$ cat src/rtl/sum_sq_stream_pkg.sv
`default_nettype none
// ============================================================================
// Module      : sum_sq_stream_pkg
// Description : Constants shared with the downstream CORDIC square-root block,
//               plus the accumulation FSM state type.
// Revision    : 1.0 - initial release
// ============================================================================
package sum_sq_stream_pkg;

    // Output width shared with the sqrt block's N input.
    localparam int c_sqrt_width = 16;
    // Default signed element width.
    localparam int c_in_width   = 8;

    // Accumulation FSM.
    typedef enum logic [0:0] {
        IDLE  = 1'b0,
        ACCUM = 1'b1
    } state_t;

endpackage : sum_sq_stream_pkg
`default_nettype wire

$ cat src/rtl/sum_sq_stream_if.sv
`default_nettype none
// ============================================================================
// Module      : sum_sq_stream_if
// Description : Element stream in, norm result out, for sum_sq_stream.
//   elem_in    : signed vector element
//   elem_valid : element present this cycle
//   elem_last  : final element of the vector, qualified by elem_valid
//   N          : unsigned saturated sum of squares
//   N_valid    : one-cycle pulse marking N valid
//   sat        : true sum exceeded 2^WIDTH-1 (qualified by N_valid)
//   len_err    : vector force-terminated at MAX_LEN (qualified by N_valid)
//   busy       : a vector is partially accumulated
// Revision    : 1.0 - initial release
// ============================================================================
interface sum_sq_stream_if #(
    parameter int WIDTH    = 16,
    parameter int IN_WIDTH = 8
);
    logic signed [IN_WIDTH-1:0] elem_in;
    logic                       elem_valid;
    logic                       elem_last;
    logic        [WIDTH-1:0]    N;
    logic                       N_valid;
    logic                       sat;
    logic                       len_err;
    logic                       busy;

    // Element producer side.
    modport master (
        output elem_in, elem_valid, elem_last,
        input  N, N_valid, sat, len_err, busy
    );

    // Accumulator side.
    modport slave (
        input  elem_in, elem_valid, elem_last,
        output N, N_valid, sat, len_err, busy
    );
endinterface : sum_sq_stream_if
`default_nettype wire

$ cat src/rtl/sum_sq_stream_sq_unit.sv
`default_nettype none
// ============================================================================
// Module      : sq_unit
// Description : Registered signed squarer. Produces the unsigned square of a
//               two's-complement input one cycle later. The square of the most
//               negative input, 2^(2*IN_WIDTH-2), still fits in 2*IN_WIDTH bits.
//   clk  : clock, rising edge
//   rst  : asynchronous active-high reset
//   i_a  : signed operand
//   o_sq : registered unsigned square
// Revision    : 1.0 - initial release
// ============================================================================
module sq_unit #(
    parameter int IN_WIDTH = 8
) (
    input  wire logic                        clk,
    input  wire logic                        rst,
    input  wire logic signed [IN_WIDTH-1:0]  i_a,
    output      logic        [2*IN_WIDTH-1:0] o_sq
);

    logic signed [2*IN_WIDTH-1:0] w_prod;
    logic        [2*IN_WIDTH-1:0] r_sq;

    // Operands are sign-extended to the product width before multiplying.
    assign w_prod = i_a * i_a;

    always_ff @(posedge clk or posedge rst) begin
        if (rst) begin
            r_sq <= '0;
        end else begin
            // A square is never negative, so reinterpretation is lossless.
            r_sq <= $unsigned(w_prod);
        end
    end

    assign o_sq = r_sq;

endmodule : sq_unit
`default_nettype wire

$ cat src/rtl/sum_sq_stream.sv
`default_nettype none
// ============================================================================
// Module      : sum_sq_stream
// Description : Squares each signed element of a vector stream and emits the
//               per-vector sum of squares, saturated to WIDTH bits, with a
//               one-cycle valid pulse two cycles after the ending element.
//               Accepts one element per cycle, no backpressure.
//   clk : clock, rising edge
//   rst : asynchronous active-high reset
//   s   : element stream in / norm result out (slave modport)
// Revision    : 1.0 - initial release
// ============================================================================
module sum_sq_stream
    import sum_sq_stream_pkg::*;
#(
    parameter int WIDTH    = c_sqrt_width,
    parameter int IN_WIDTH = c_in_width,
    parameter int MAX_LEN  = 64,
    parameter int CNT_W    = $clog2(MAX_LEN + 1)
) (
    input wire logic       clk,
    input wire logic       rst,
    sum_sq_stream_if.slave s
);

    // Accumulator holds MAX_LEN worst-case squares without wrapping.
    localparam int c_acc_w = 2 * IN_WIDTH + CNT_W;

    // ---------------------------------------------------------------- stage 1
    logic [CNT_W-1:0]      r_cnt;
    logic                  w_at_max;
    logic                  w_end;
    logic [2*IN_WIDTH-1:0] w_sq1;
    logic                  r_v1;
    logic                  r_end1;
    logic                  r_lerr1;

    assign w_at_max = (r_cnt == CNT_W'(MAX_LEN - 1));
    // An accepted element ends the vector on last or on reaching MAX_LEN.
    assign w_end    = s.elem_valid & (s.elem_last | w_at_max);

    sq_unit #(
        .IN_WIDTH (IN_WIDTH)
    ) u_sq (
        .clk  (clk),
        .rst  (rst),
        .i_a  (s.elem_in),
        .o_sq (w_sq1)
    );

    always_ff @(posedge clk or posedge rst) begin
        if (rst) begin
            r_v1    <= 1'b0;
            r_end1  <= 1'b0;
            r_lerr1 <= 1'b0;
            r_cnt   <= '0;
        end else begin
            r_v1    <= s.elem_valid;
            r_end1  <= w_end;
            r_lerr1 <= s.elem_valid & ~s.elem_last & w_at_max;
            if (s.elem_valid) begin
                r_cnt <= w_end ? '0 : r_cnt + CNT_W'(1);
            end
        end
    end

    // ---------------------------------------------------------------- FSM
    state_t r_state;

    always_ff @(posedge clk or posedge rst) begin
        if (rst) begin
            r_state <= IDLE;
        end else if (s.elem_valid) begin
            // Single-element vectors never leave IDLE; gaps hold the state.
            r_state <= w_end ? IDLE : ACCUM;
        end
    end

    assign s.busy = (r_state == ACCUM);

    // ---------------------------------------------------------------- stage 2
    logic [c_acc_w-1:0] r_acc;
    logic [c_acc_w-1:0] w_sum;
    logic               w_over;
    logic [WIDTH-1:0]   w_low;
    logic [WIDTH-1:0]   r_n;
    logic               r_n_valid;
    logic               r_sat;
    logic               r_len_err;

    assign w_sum = r_acc + c_acc_w'(w_sq1);

    // Saturation is only possible when the accumulator is wider than N.
    if (c_acc_w > WIDTH) begin : g_sat_chk
        assign w_over = |w_sum[c_acc_w-1:WIDTH];
        assign w_low  = w_sum[WIDTH-1:0];
    end else begin : g_no_sat
        assign w_over = 1'b0;
        assign w_low  = WIDTH'(w_sum);
    end

    always_ff @(posedge clk or posedge rst) begin
        if (rst) begin
            r_acc     <= '0;
            r_n       <= '0;
            r_n_valid <= 1'b0;
            r_sat     <= 1'b0;
            r_len_err <= 1'b0;
        end else if (r_v1) begin
            if (r_end1) begin
                r_n       <= w_over ? {WIDTH{1'b1}} : w_low;
                r_sat     <= w_over;
                r_len_err <= r_lerr1;
                r_n_valid <= 1'b1;
                r_acc     <= '0;
            end else begin
                r_acc     <= w_sum;
                r_n_valid <= 1'b0;
            end
        end else begin
            // N, sat and len_err hold; they are only meaningful with N_valid.
            r_n_valid <= 1'b0;
        end
    end

    assign s.N       = r_n;
    assign s.N_valid = r_n_valid;
    assign s.sat     = r_sat;
    assign s.len_err = r_len_err;

endmodule : sum_sq_stream
`default_nettype wire

$ cat src/flat_wrapper.sv
// flat-port wrapper written by rule: the top's interface ports become plain ports
module sum_sq_stream_flat import sum_sq_stream_pkg::*;
#(
    parameter int WIDTH    = c_sqrt_width,
    parameter int IN_WIDTH = c_in_width,
    parameter int MAX_LEN  = 64,
    parameter int CNT_W    = $clog2(MAX_LEN + 1)
)
  (clk, rst, s_elem_in, s_elem_valid, s_elem_last, s_N, s_N_valid, s_sat, s_len_err, s_busy);
  sum_sq_stream_if #(.WIDTH(WIDTH), .IN_WIDTH(IN_WIDTH)) s_i ();
  input wire logic clk;
  input wire logic rst;
  input wire logic [$bits(s_i.elem_in)-1:0] s_elem_in;
  input wire logic [$bits(s_i.elem_valid)-1:0] s_elem_valid;
  input wire logic [$bits(s_i.elem_last)-1:0] s_elem_last;
  output wire logic [$bits(s_i.N)-1:0] s_N;
  output wire logic [$bits(s_i.N_valid)-1:0] s_N_valid;
  output wire logic [$bits(s_i.sat)-1:0] s_sat;
  output wire logic [$bits(s_i.len_err)-1:0] s_len_err;
  output wire logic [$bits(s_i.busy)-1:0] s_busy;
  assign s_i.elem_in = s_elem_in;
  assign s_i.elem_valid = s_elem_valid;
  assign s_i.elem_last = s_elem_last;
  assign s_N = s_i.N;
  assign s_N_valid = s_i.N_valid;
  assign s_sat = s_i.sat;
  assign s_len_err = s_i.len_err;
  assign s_busy = s_i.busy;
  sum_sq_stream #(.WIDTH(WIDTH), .IN_WIDTH(IN_WIDTH), .MAX_LEN(MAX_LEN), .CNT_W(CNT_W)) u_core (.clk(clk), .rst(rst), .s(s_i));
endmodule
$ cat config.mk
export PLATFORM = sky130hd
export DESIGN_NAME = sum_sq_stream_flat
export DESIGN_NICKNAME = d
export VERILOG_FILES = /design/src/rtl/sum_sq_stream_pkg.sv /design/src/rtl/sum_sq_stream_if.sv /design/src/rtl/sum_sq_stream_sq_unit.sv /design/src/rtl/sum_sq_stream.sv /design/src/flat_wrapper.sv
export SDC_FILE = /design/constraint.sdc
export NUM_CORES = 1
export LEC_CHECK = 0
export CELL_PAD_IN_SITES_DETAIL_PLACEMENT = 1
export CELL_PAD_IN_SITES_GLOBAL_PLACEMENT = 1
export CORE_UTILIZATION = 30
export DETAILED_ROUTE_END_ITERATION = 8
export DONT_BUFFER_PORTS = 1
export PLACE_DENSITY = 0.55
export SLEW_MARGIN = 20
export SYNTH_ARGS = -nofsm -noshare
export SYNTH_HDL_FRONTEND = slang
export SYNTH_SLANG_ARGS = --single-unit
$ cat constraint.sdc
create_clock -name clk -period 4.68 [get_ports clk]
set_input_delay 0.936 -clock clk [delete_from_list [all_inputs] [get_ports clk]]
set_output_delay 0.936 -clock clk [all_outputs]
set_load 0.05 [all_outputs]
==> results.toml <==
[status]
status = "complete, but fails checks"
failed_checks = "DRC"

[synth]
synth_enable_flop_cells = 0
mappedNetlistArea_mm2 = 0.005607
synthCells = 601
post_synth.cell_area_avg_um2 = 9.329
yosys.area.top_type_share_pct = 30.35
asyncSetResetFlopFracSynth_pct = 100.0
ys_top_cells_by_area = "sky130_fd_sc_hd__dfrtp_1 30%, sky130_fd_sc_hd__fa_1 15%, sky130_fd_sc_hd__ha_1 10%"
synthDistinctLibCells = 52
synth-seq-cells = 68
synth-warning-count = 0
postSynthNetCount = 702
synth.largest_area_cell = "sky130_fd_sc_hd__dfrtp_1"
yosys_most_used_dff = "sky130_fd_sc_hd__dfrtp_1"
synth_seq_area_share_pct = 30.35

[layout]
antenna_cells = 0
layout-drive-gt1-share_pct = 8.183
layout.cells.most_common = "sky130_fd_sc_hd__inv_1"
commonest_cells_after_routing_fill_and_taps_aside = "101 x sky130_fd_sc_hd__inv_1, 68 x sky130_fd_sc_hd__dfrtp_1, 45 x sky130_fd_sc_hd__ha_1"
area_delta_synth_final_pct = 10.73
fin_nets = 708

[clocking]
cts.root.buffer_cell = "sky130_fd_sc_hd__clkbuf_16"
post_cts.resized_instances = 0
clock_latency_reported_for_the_late_side_of_the_worst_skew_pair_ps = 330
clk_pin_slew_ps = 50
numClockSinks = 68
post_cts_buffers = 0
htree_num_levels = 3
cts_hold_repair.buffers = 0
cts_inserted_buffers = 9
cts_tree = "yes"
ctsLongestPathBuffers = 2

[routing]
met2_wirelength_um = 6162
route.final.wire_length_um = 13010
drt.antenna.violating_nets = 0
highest-signal-layer = "met4"
wire_per_inst_um = 15.49
drt_first_pass_iters = 6
detail_route.drc_violations = 8
drtIter0Drc = 149
met3RoutedLength_um = 348
total_vias_in_the_final_route = 4160
drt-vias-per-instance = 4.952
met1Wirelength_um = 6335

[sta]
timing_max_transition_violations_final = 0
maxSlewHeadroom_pct = 37.71
timing_worst_slew_pin_value_ps = 933.0
grt_setup_unrepaired = "no"
timing.final.setup_violations = 0
achievable_freq_mhz = 229.1
fin_worst_hold_slack_ps = 484.6
timing.final.crit_period_ps = 4364
endpoints_failing_hold = 0
finClkSkew_ps = 11.32
timing.final.crit_share_pct = 93.25
totalNegativeSetupSlack_ps = 0

[critical_path]
worst_path_max_delay_cell = "sky130_fd_sc_hd__fa_1"
critPathMostFrequentCell = "sky130_fd_sc_hd__inv_1"
cpPeakStageDelay_ps = 540
cp_num_buf_inv = 5
timing.critical_path.max_delay_family = "adder cells"
crit_chain = "inv_1 > nor2_2 > inv_1 > fa_1 > inv_1 > fa_1 > fa_1 > inv_1 > fa_1 > inv_1 > ha_1 > a21oi_1 > o21ai_0 > a41oi_1 > nor2b_2 > xnor2_1"
worst-setup-path-type = "primary input to flop"
start_kind = "primary input"
endpoint_kind = "flop"
crit_path_max_fanout = 8
worstPathArrival_ps = 4620
required_ps = 4930

[placement]
post-dp-hpwl_um = 10390
port_buffers = 0
gpl.final_weighted_congestion = 0.8081

[worst_hold_path]
min_path_type = "flop to flop"

[global_route]
maximum_number_of_pins_on_one_net_before_global_route_repair = 44
grt_antenna_before_repair = 0
global_router_s_overall_resource_usage_pct = 14.47
first_global_vias = 4541
grt_pass1_wl_um = 22570
leftover_overflow_at_the_end_of_global_routing = 0

[floorplanning]
initial_utilization_pct = 30.89
die_width_um = 138.7
design.portCount = 32
rows = 49
fp.dieArea_mm2 = 0.01924
core_area_mm2 = 0.01815
floorplan_die_height_um = 138.7

[flow_run]
cap_viol_max_count = 0

[power_and_ir_drop]
irDropWorstVdd_v = 0.0001937
power.density_cell_area_mw_per_mm2 = 676.6
totalPowerFinal_mw = 4.200
p_leak_nw = 2.899
power by group:
| part | switching (mW) | internal [mW] | total [mW] |
|---|---|---|---|
| registers | 0.361 | 0.794 | 1.16 |
| logic | 1.41 | 1.02 | 2.43 |
| clock network | 0.259 | 0.355 | 0.614 |
final cells by class:
| class | count | area [um2] |
|---|---|---|
| clock inverter | 6 | 42.54 |
| fill | 2105 | 11940 |
| sequential | 68 | 1702 |
| tap | 229 | 286.5 |
| clock buffer | 9 | 225.2 |
| timing repair buffer | 15 | 112.6 |
| multi-input combinational | 409 | 3450 |
| inverter | 104 | 390.4 |
worst paths after layout:
check	start	end	slack (ps)	cells after the start
max	s_elem_in[3]	u_core.u_sq.o_sq[13]	320	16
max in group asynchronous	rst	u_core.r_acc[7]	3090	2
max reg2reg	u_core.u_sq.o_sq[0]	u_core.s.N[12]	1230	9
min in group asynchronous	rst	u_core.u_sq.o_sq[2]	690	1
min	u_core.r_lerr1	u_core.s.len_err	480	1
min reg2reg	u_core.r_lerr1	u_core.s.len_err	480	1
through the flow:
step,instances,util (%),instance area [um2],setup WS [ps]
6_report,840,34.21,6208,315.9
5_1_grt,840,34.21,6208,68.51
4_1_cts,840,34.21,6208,263.7
3_5_place_dp,825,32.74,5941,-84.29
3_3_place_gp,825,32.74,5941,1.854
2_1_floorplan,601,-,5625,9.806
registers in the layout (all words and copies together) (netlist names):
register          count
u_core.r_acc         23
u_core.s.len_err      1
u_core.r_v1           1
u_core.r_lerr1        1
u_core.s.busy         1
u_core.s.N           16
u_core.r_end1         1
u_core.r_cnt          7
u_core.s.sat          1
u_core.u_sq.o_sq     15
u_core.s.N_valid      1
per-layer routing:
layer  track usage, %  up-vias
li1                 -     2021
met4            4.503        0
met3            2.072       12
met5                0        -
met2            24.45       49
met1            19.14     2078
Yosys cell counts, types with 4 or more instances:
cell and count:
sky130_fd_sc_hd__nor3_1 8, sky130_fd_sc_hd__and3_1 4, sky130_fd_sc_hd__nand4_1 5, sky130_fd_sc_hd__a31oi_1 17, sky130_fd_sc_hd__dfrtp_1 68, sky130_fd_sc_hd__nor2_1 43
sky130_fd_sc_hd__inv_1 104, sky130_fd_sc_hd__xor2_1 11, sky130_fd_sc_hd__nand2b_1 5, sky130_fd_sc_hd__and2_1 14, sky130_fd_sc_hd__o21a_1 5, sky130_fd_sc_hd__a31o_2 4
sky130_fd_sc_hd__nor2b_1 8, sky130_fd_sc_hd__xnor2_1 28, sky130_fd_sc_hd__a21o_1 10, sky130_fd_sc_hd__clkbuf_1 19, sky130_fd_sc_hd__o22ai_1 18, sky130_fd_sc_hd__nand2_1 34
sky130_fd_sc_hd__o21ai_0 19, sky130_fd_sc_hd__ha_1 46, sky130_fd_sc_hd__a21oi_1 24, sky130_fd_sc_hd__fa_1 43, sky130_fd_sc_hd__nand3_1 15, sky130_fd_sc_hd__o211ai_1 4
cell families after synthesis:
logic type               Yosys count  synth area share (%)
AND/OR/NAND/NOR                  147                 12.79
AO/OA/AOI/OAI                    130                 15.96
buffers and inverters            124                 8.436
adder cells (fa/ha/maj)           89                 25.62
flip-flops                        68                 30.35
XOR/XNOR                          39                 6.092
multiplexers                       4                0.7587
Power figures use the tool's default switching activity.
